## src/rtl/uart_resp_arb_if.sv

```systemverilog
// Bundle between the three requesters / UART transmitter and the response arbiter.
// slave is the arbiter's side, master is the requester/UART side.
interface uart_resp_arb_if;
  logic [2:0] req;
  logic [7:0] data0;
  logic [7:0] data1;
  logic [7:0] data2;
  logic [2:0] ack;
  logic [2:0] err;
  logic       trmt;
  logic [7:0] resp;
  logic       tx_done;
  logic       busy;

  modport slave  (input  req, data0, data1, data2, tx_done,
                  output ack, err, trmt, resp, busy);
  modport master (output req, data0, data1, data2, tx_done,
                  input  ack, err, trmt, resp, busy);
endinterface

```

## src/rtl/uart_resp_arb.sv

```systemverilog
// Round-robin arbiter granting one of three requesters a byte slot on a UART
// transmitter, with a per-transfer timeout while waiting for tx_done.
module uart_resp_arb #(
   parameter int TIMEOUT = 8192
) (
   input logic           clk,
   input logic           rst_n,
   uart_resp_arb_if.slave bus
);

   localparam int CW = (TIMEOUT > 1) ? $clog2(TIMEOUT) : 1;
   localparam logic [CW-1:0] CNT_MAX = CW'(TIMEOUT - 1);

   localparam logic [1:0] S_IDLE   = 2'd0;
   localparam logic [1:0] S_LAUNCH = 2'd1;
   localparam logic [1:0] S_WAIT   = 2'd2;

   logic [1:0]    state_q, state_d;
   logic [7:0]    resp_q, resp_d;
   logic [1:0]    gnt_q, gnt_d;
   logic [1:0]    last_q, last_d;
   logic [CW-1:0] cnt_q, cnt_d;
   logic [2:0]    ack_q, ack_d;
   logic [2:0]    err_q, err_d;
   logic [1:0]    pick;
   logic          tx_seen;

   function automatic logic [1:0] rr_pick(input logic [3:0] r, input logic [1:0] last);
      logic [1:0] c0, c1, c2;
      c0 = (last == 2'd2) ? 2'd0 : last + 2'd1;
      c1 = (c0 == 2'd2) ? 2'd0 : c0 + 2'd1;
      c2 = (c1 == 2'd2) ? 2'd0 : c1 + 2'd1;
      if (r[c0])      rr_pick = c0;
      else if (r[c1]) rr_pick = c1;
      else            rr_pick = c2;
   endfunction

   assign pick = rr_pick({1'b0, bus.req}, last_q);

   // Counter is zero only in the first WAIT cycle, which doubles as the guard
   // cycle where a stale tx_done from the previous byte is ignored.
   assign tx_seen = (cnt_q != '0) && bus.tx_done;

   always_comb begin
      state_d = state_q;
      resp_d  = resp_q;
      gnt_d   = gnt_q;
      last_d  = last_q;
      cnt_d   = cnt_q;
      ack_d   = 3'b000;
      err_d   = 3'b000;
      case (state_q)
         S_IDLE: begin
            if (|bus.req) begin
               gnt_d   = pick;
               state_d = S_LAUNCH;
               case (pick)
                  2'd0:    resp_d = bus.data0;
                  2'd1:    resp_d = bus.data1;
                  default: resp_d = bus.data2;
               endcase
            end
         end
         S_LAUNCH: begin
            cnt_d   = '0;
            state_d = S_WAIT;
         end
         S_WAIT: begin
            // tx_done wins over a timeout landing in the same cycle
            if (tx_seen) begin
               ack_d   = 3'b001 << gnt_q;
               last_d  = gnt_q;
               state_d = S_IDLE;
            end else if (cnt_q == CNT_MAX) begin
               err_d   = 3'b001 << gnt_q;
               last_d  = gnt_q;
               state_d = S_IDLE;
            end else begin
               cnt_d = cnt_q + 1'b1;
            end
         end
         default: state_d = S_IDLE;
      endcase
   end

   always_ff @(posedge clk or negedge rst_n) begin
      if (!rst_n) begin
         state_q <= S_IDLE;
         resp_q  <= 8'h00;
         gnt_q   <= 2'd0;
         last_q  <= 2'd2;
         cnt_q   <= '0;
         ack_q   <= 3'b000;
         err_q   <= 3'b000;
      end else begin
         state_q <= state_d;
         resp_q  <= resp_d;
         gnt_q   <= gnt_d;
         last_q  <= last_d;
         cnt_q   <= cnt_d;
         ack_q   <= ack_d;
         err_q   <= err_d;
      end
   end

   // Decoded from state so reset clears them without waiting for an edge.
   assign bus.trmt = (state_q == S_LAUNCH);
   assign bus.busy = (state_q != S_IDLE);
   assign bus.ack  = ack_q;
   assign bus.err  = err_q;
   assign bus.resp = resp_q;

endmodule

```

## src/flat_wrapper.sv

```systemverilog
// flat-port wrapper written by rule: the top's interface ports become plain ports
module uart_resp_arb_flat 
#(
   parameter int TIMEOUT = 8192
)
  (clk, rst_n, bus_req, bus_data0, bus_data1, bus_data2, bus_tx_done, bus_ack, bus_err, bus_trmt, bus_resp, bus_busy);
  uart_resp_arb_if bus_i ();
  input logic clk;
  input logic rst_n;
  input wire logic [$bits(bus_i.req)-1:0] bus_req;
  input wire logic [$bits(bus_i.data0)-1:0] bus_data0;
  input wire logic [$bits(bus_i.data1)-1:0] bus_data1;
  input wire logic [$bits(bus_i.data2)-1:0] bus_data2;
  input wire logic [$bits(bus_i.tx_done)-1:0] bus_tx_done;
  output wire logic [$bits(bus_i.ack)-1:0] bus_ack;
  output wire logic [$bits(bus_i.err)-1:0] bus_err;
  output wire logic [$bits(bus_i.trmt)-1:0] bus_trmt;
  output wire logic [$bits(bus_i.resp)-1:0] bus_resp;
  output wire logic [$bits(bus_i.busy)-1:0] bus_busy;
  assign bus_i.req = bus_req;
  assign bus_i.data0 = bus_data0;
  assign bus_i.data1 = bus_data1;
  assign bus_i.data2 = bus_data2;
  assign bus_i.tx_done = bus_tx_done;
  assign bus_ack = bus_i.ack;
  assign bus_err = bus_i.err;
  assign bus_trmt = bus_i.trmt;
  assign bus_resp = bus_i.resp;
  assign bus_busy = bus_i.busy;
  uart_resp_arb #(.TIMEOUT(TIMEOUT)) u_core (.clk(clk), .rst_n(rst_n), .bus(bus_i));
endmodule
```

## config.mk

```make
export PLATFORM = sky130hd
export DESIGN_NAME = uart_resp_arb_flat
export DESIGN_NICKNAME = d
export VERILOG_FILES = /design/src/rtl/uart_resp_arb_if.sv /design/src/rtl/uart_resp_arb.sv /design/src/flat_wrapper.sv
export SDC_FILE = /design/constraint.sdc
export NUM_CORES = 1
export LEC_CHECK = 0
export CORE_MARGIN = 5
export CORE_UTILIZATION = 52
export DETAILED_ROUTE_END_ITERATION = 8
export GPL_ROUTABILITY_DRIVEN = 1
export GPL_TIMING_DRIVEN = 0
export PLACE_DENSITY = 0.93
export SYNTH_ARGS = -nofsm -noshare
export SYNTH_HDL_FRONTEND = slang
export SYNTH_SLANG_ARGS = --single-unit
```

## constraint.sdc

```tcl
create_clock -name clk -period 3.67 [get_ports clk]
set_input_delay 0.367 -clock clk [delete_from_list [all_inputs] [get_ports clk]]
set_output_delay 0.367 -clock clk [all_outputs]
set_load 0.05 [all_outputs]
```

==> flow_summary_export.csv, run 1 <==
group,metric,value,unit
finish,drive_gt1_share,10.2,%
routing,ant_nets,0,
routing,routed_via_density,5.71,
pwr,peakVddDrop,0.516,mV
timing,setup_tns,0,ns
clock_network,clkTransAtPathRegs,0.11,ns
synthesis,syn_nets,217,
worst_setup_path,crit_type,"reg2out",
floorplan,dieArea,4770,um^2
routing,drtIter0Drc,105,
clock_network,post_cts_buffers,0,
synthesis,synth_top_area_cell,"dfrtp_1",
flow_run,maxCapViolCount,0,
clock_network,cts_tree,"done",
timing,finalSetupViolCount,0,
synthesis,netlist_area,1820,um^2
floorplan,initial_core_util,54.0,%
global_routing,grt_overflow,0,
pwr,p_leak,0.968,nW
clock_network,ctsLongestPathBuffers,2,
timing,worst_slew_pin_slew,0.702,ns
synthesis,synth.most_common_cell,"dfrtp_1",
routing,drt_wl_total,4260,um
clock_network,clkSinkCount,33,
synthesis,yosys-top-cells-count,"dfrtp_1, nand2_1, nor2_1",
floorplan,ios,46,
routing,dr_total_vias,1605,
worst_setup_path,worstPathMaxFanout,4,
timing,final_hold_viol_count,0,
global_routing,track_usage,19.1,%
worst_setup_path,arrival,1.91,ns
synthesis,synth_warnings,0,
synthesis,syn_inst,182,
placement,io_buffers,45,
synthesis,netlist_top_cells_area,"dfrtp_1, nand2_1, a221oi_1",
synthesis,synth_cell_types,43,
floorplan,die_h,69.1,um
synthesis,synthArstFlopShare,100,%
clock_network,cts_hold_buf,0,
clock_network,cts_resized,0,
finish,n_fill_cell,265,
timing,max_freq,440,MHz
placement,place_congestion,0.872,
clock_network,cts_buffers,5,
routing,drc,0,
finish,areaGrowthSynthToFinish,30.7,%
synthesis,synth_top_area_share,44.1,%
routing,avgRoutedWirePerCell,15.2,um
synthesis,ys_ff_latch,33,
worst_setup_path,required,3.30,ns
synthesis,yosysSeqAreaShare,45.6,%
pwr,p_per_area,657,nW/um^2
timing,relSlewSlack,53.2,%
synthesis,yosys_most_used_dff,"dfrtp_1",
finish,fin_nets,269,
worst_setup_path,end_kind,"primary output",
synthesis,synth_edf_count,0,
worst_setup_path,startpoint_type,"register",
worst_hold_path,hold_path_class,"in2async",
synthesis,synth_area_per_cell,9.98,um^2
global_routing,antenna_found_initial,0,
timing,rsz0062_at_grt,"false",
status,outcome,"complete, no violations",
floorplan,die_w,69.1,um
timing,maxSlewViolCount,0,
timing,post-route-period-util,62.0,%
clock_network,htree_levels,2,
floorplan,rows,21,
finish,insertedDiodeCount,0,
timing,skew,0.00958,ns
clock_network,worst_skew_pair.late_latency,0.35,ns
placement,hpwl,3090,um
routing,first_pass_iters,4,
clock_network,cts_root_buf,"clkbuf_4",
global_routing,first_global_vias,1567,
timing,whs,0.0468,ns
global_routing,grt_start_max_net_pins,34,
timing,period_needed,2.28,ns
floorplan,core,3360,um^2
global_routing,grt_pass1_wl,7370,um
-- per-stage QoR --
| stage | utilization [%] | instances | setup WS, ns | total power, W | area [um^2] |
|---|---|---|---|---|---|
| after floorplan | - | 182 | 1.82 | 0.00109 | 1820 |
| after global placement | 69.1 | 273 | 1.37 | 0.00133 | 2320 |
| after detailed placement | 69.1 | 273 | 1.30 | 0.00136 | 2320 |
| after CTS | 70.7 | 281 | 1.37 | 0.00156 | 2380 |
| after global routing | 70.6 | 281 | 1.30 | 0.00166 | 2370 |
| final | 70.6 | 281 | 1.39 | 0.00156 | 2370 |
-- path summary, 6_finish.rpt --
kind | startpoint | to | slack [ns] | cells past startpoint
max in group asynchronous | rst_n | u_core.gnt_q[0] | 3.17 | 1
min in group clk | u_core.bus.resp[2] | u_core.bus.resp[2] | 0.50 | 2
worst min-delay path | rst_n | u_core.last_q[0] | 0.05 | 1
worst max-delay path | u_core.state_q[0] | bus_busy | 1.39 | 4
worst max register to register | u_core.state_q[0] | u_core.cnt_q[0] | 1.52 | 7
worst min register to register | u_core.bus.resp[2] | u_core.bus.resp[2] | 0.50 | 2
-- cell families (layout without fill, tap and decap cells) --
kind of cell,Yosys count,count (layout),share of synthesized area [%]
compound gates,37,37,14.6
simple gates,83,83,27.6
xor+xnor,5,5,2.41
flops,33,33,45.6
fa+ha+maj,5,5,3.45
mux,6,6,3.65
buf+inv,13,66,2.76
-- cell type report --
class,count,area (um^2),area share [%]
Multi-Input combinational cell,136,938,39.5
Sequential cell,33,827,34.8
Timing Repair Buffer,45,445,18.8
Tap cell,46,57.6,2.42
Clock buffer,5,37.5,1.58
Inverter,7,26.3,1.11
Buffer,6,23.8,1.00
Clock inverter,3,17.5,0.738
-- state kept, by name, summed over array words and instances, names as in the netlist --
signal	flops
u_core.last_q	2
u_core.state_q	2
u_core.cnt_q	13
u_core.bus.resp	8
u_core.gnt_q	2
u_core.bus.err	3
u_core.bus.ack	3
-- metal layers --
layer	wire length (um)	vias up	track usage, %
met1	1730	761	23.8
met5	0	-	0
met3	300	8	5.09
met4	112	0	11.1
met2	2110	69	29.7
li1	-	767	-
-- placed cells by master, fill, tap and decap left out, types with 2 or more instances in the layout --
cell type / synthesis / routed
clkdlybuf4s50_1: 0 / 44
dfrtp_1: 32 / 32
nand2_1: 19 / 19
nor2_1: 13 / 13
nor2b_1: 11 / 11
o21ai_0: 10 / 10
nand3_1: 8 / 8
a221oi_1: 8 / 8
inv_1: 7 / 7
nor3_1: 6 / 6
clkbuf_1: 5 / 5
xnor2_1: 5 / 5
ha_1: 5 / 5
clkbuf_4: 0 / 5
nand2b_1: 4 / 4
a31oi_1: 4 / 4
mux2_2: 4 / 4
nor4_2: 3 / 3
nor4_1: 3 / 3
or3_1: 3 / 3
o31ai_1: 3 / 3
a21oi_1: 3 / 3
nor4b_2: 2 / 2
and2_1: 2 / 2
nor4b_1: 2 / 2
buf_2: 1 / 2
clkinv_2: 0 / 2
-- report_power, final --
| group | total (W) | internal (W) | switching (W) | leakage [nW] |
|---|---|---|---|---|
| Sequential | 0.000509 | 0.000446 | 0.0000636 | 0.437 |
| Combinational | 0.000842 | 0.000303 | 0.000539 | 0.499 |
| Clock | 0.000207 | 0.0000721 | 0.000135 | 0.0310 |
| Total | 0.00156 | 0.000821 | 0.000737 | 0.968 |
-- worst max-delay path: stages (launching register included) --
cell and delay (ns):
dfrtp_1 0.39, inv_1 0.07, ha_1 0.25, inv_1 0.07, clkdlybuf4s50_1 0.79
Power figures use the tool's default switching activity.
==> run 2, diff against run 1 <==
- CORE_UTILIZATION: 52 -> 44
- PLACE_DENSITY: 0.93 -> 0.85
- clock period: 3.67 -> 2.03 ns (I/O delays scaled with it)
==> run 2 against run 1 <==
Net effect:
- global-route usage down 2.8 points
- register-to-register slack worse by 1.4 ns
- combinational power up 91%
- via count decreased by 0.37%
- hold slack improved by 0.44 ns
- sequential power rose by 79%
- first-iteration DRC count fell by 26%
- sequential cell count unchanged
- critical path depth grew 4
- setup slack lost 1.3 ns
- total power grew 93%
- critical path type is now reg2reg
==> flow_summary_export.csv, run 2 (synthesis gave the netlist of run 1 again) <==
group,metric,value,unit
timing,period_needed,1.92,ns
placement,hpwl,3040,um
finish,multi_input_comb_area,1000,um^2
finish,largest_register_ffs,13,
status,outcome,"complete, no violations",
routing,dr_total_vias,1599,
clock_network,cts_root_buf,"clkbuf_8",
floorplan,rows,23,
pwr,cell_internal_pwr,0.00164,W
timing,finalSetupViolCount,0,
worst_setup_path,crit_type,"reg2reg",
routing,avgRoutedWirePerCell,15.2,um
clock_network,clkSinkCount,33,
pwr,pwr-share-clk,16.1,%
worst_setup_path,crit_chain,"inv_1 -> ha_2 -> a21boi_1 -> a41oi_2 -> buf_4 -> nor4b_4 -> xnor2_1 -> nor2_1",
timing,final_hold_viol_count,0,
finish,layout.area.seq,827,um^2
placement,io_buffers,45,
finish,fin_nets,274,
finish,final_common_cell,"clkdlybuf4s50_1",
timing,relSlewSlack,51.5,%
global_routing,grt_pass1_wl,6930,um
timing,skew,0.00664,ns
global_routing,track_usage,16.3,%
pwr,p_sw_share,45.3,%
routing,drt_wl_total,4420,um
floorplan,ios,46,
pwr,peakVddDrop,0.721,mV
routing,routed_via_density,5.51,
global_routing,grt_start_max_net_pins,34,
clock_network,cts_buffers,5,
clock_network,ctsLongestPathBuffers,2,
timing,post-route-period-util,94.7,%
worst_setup_path,startpoint_type,"register",
pwr,p_total,0.00300,W
global_routing,antenna_found_initial,0,
clock_network,worst_skew_pair.late_latency,0.29,ns
floorplan,die_w,74.2,um
floorplan,die_h,74.2,um
timing,setup_tns,0,ns
routing,first_pass_iters,4,
flow_run,maxCapViolCount,0,
timing,worst_slew_pin_slew,0.727,ns
worst_setup_path,end_kind,"register",
pwr,pwr-share-comb,53.5,%
pwr,power.share.sequential,30.4,%
worst_setup_path,required,2.19,ns
clock_network,cts_tree,"done",
timing,maxSlewViolCount,0,
placement,place_congestion,0.936,
routing,ant_nets,0,
worst_hold_path,hold_path_class,"reg2reg",
finish,drive_gt1_share,15.4,%
finish,areaGrowthSynthToFinish,38.9,%
worst_setup_path,worstPathMaxFanout,9,
pwr,p_leak,1.07,nW
clock_network,clkTransAtPathRegs,0.07,ns
worst_setup_path,arrival,2.09,ns
finish,final_cell_mix,"clkdlybuf4s50_1, dfrtp_1, nand2_1, nor2_1, nor2b_1",
worst_setup_path,slowest_delay,0.40,ns
worst_setup_path,slowest_stage,"ha_2",
routing,drtIter0Drc,78,
floorplan,dieArea,5510,um^2
global_routing,first_global_vias,1515,
timing,max_freq,520,MHz
routing,drc,0,
pwr,p_per_area,1190,nW/um^2
pwr,switchingPower,0.00136,W
clock_network,htree_levels,2,
global_routing,grt_overflow,0,
finish,n_fill_cell,317,
finish,insertedDiodeCount,0,
finish,regMostFlops,"u_core.cnt_q",
floorplan,initial_core_util,45.4,%
floorplan,core,4000,um^2
==> run 2: cell count changes in the layout (fill, tap and decap cells not counted), sizes merged <==
cell           delta
buf               +5
clkbuf            -1
clkdlybuf4s50     -2
dlygate4sd2       +1
dlygate4sd3       +1
dlymetal6s2s      +1
==> run 2: cell type report <==
class / instances / area share [%]
multi-input cells: 136 / 39.8
flip-flops and latches: 33 / 32.8
repair buffers: 51 / 19.6
clock buffers: 5 / 2.73
well taps: 50 / 2.48
inverters: 7 / 1.04
plain buffers: 5 / 0.893
clock inverters: 3 / 0.695
==> run 2: metrics by stage <==
stage | setup WS [ns] | area, um^2 | instances | utilization (%) | hold WS [ns]
5_1_grt | -0.00526 | 2520 | 290 | 63.0 | 0.514
6_report | 0.107 | 2520 | 290 | 63.0 | 0.482
2_1_floorplan | 0.178 | 1820 | 182 | - | -0.0926
4_1_cts | 0.0207 | 2440 | 287 | 61.1 | 0.487
3_5_place_dp | -0.268 | 2320 | 277 | 58.1 | 0.302
3_3_place_gp | -0.203 | 2330 | 277 | 58.2 | 0.463
==> run 2: timing repair <==
action                                  CTS  global route
setup buffers                             1             4
hold endpoints to repair                 26             0
pin swaps                                 1             3
endpoints found under the setup margin   11            22
hold buffers                              1             0
gates resized for setup                   4            13
==> run 2: path summary, 6_finish.rpt <==
check / cells past startpoint / slack [ns] / endpoint / start
max in group asynchronous: 2 / 1.05 / u_core.bus.ack[1] / rst_n
max reg2reg: 8 / 0.11 / u_core.cnt_q[3] / u_core.state_q[1]
max: 8 / 0.11 / u_core.cnt_q[3] / u_core.state_q[1]
min in group asynchronous: 2 / 0.50 / u_core.cnt_q[2] / rst_n
min reg2reg: 2 / 0.48 / u_core.bus.resp[1] / u_core.bus.resp[1]
min: 2 / 0.48 / u_core.bus.resp[1] / u_core.bus.resp[1]
==> run 2: power by group through the flow <==
| stage | registers, W | clock network [W] | logic, W |
|---|---|---|---|
| 5_1_grt | 0.000934 | 0.000529 | 0.00174 |
| 3_3_place_gp | 0.000917 | 0 | 0.00150 |
| 6_report | 0.000912 | 0.000484 | 0.00161 |
| 4_1_cts | 0.000912 | 0.000492 | 0.00156 |
| 2_1_floorplan | 0.00118 | 0 | 0.000785 |
| 3_5_place_dp | 0.000923 | 0 | 0.00151 |
==> run 2: per-layer routing <==
metal | GRT usage, % | wire length [um] | share of wire [%]
met3 | 4.19 | 202 | 4.6
met4 | 7.11 | 101 | 2.3
met2 | 26.3 | 2270 | 51
met1 | 20.6 | 1840 | 42
met5 | 0 | 0 | 0
==> run 2: critical path: cells and delay by family, from the launching register on <==
family / cells / cell delay, ns
and+or+nand+nor: 2 / 0.31
DFF: 1 / 0.37
xor gates and xnor gates: 1 / 0.15
buffers and inverters: 2 / 0.28
AOI/OAI and AO/OA: 2 / 0.28
adders and majority gates: 1 / 0.40
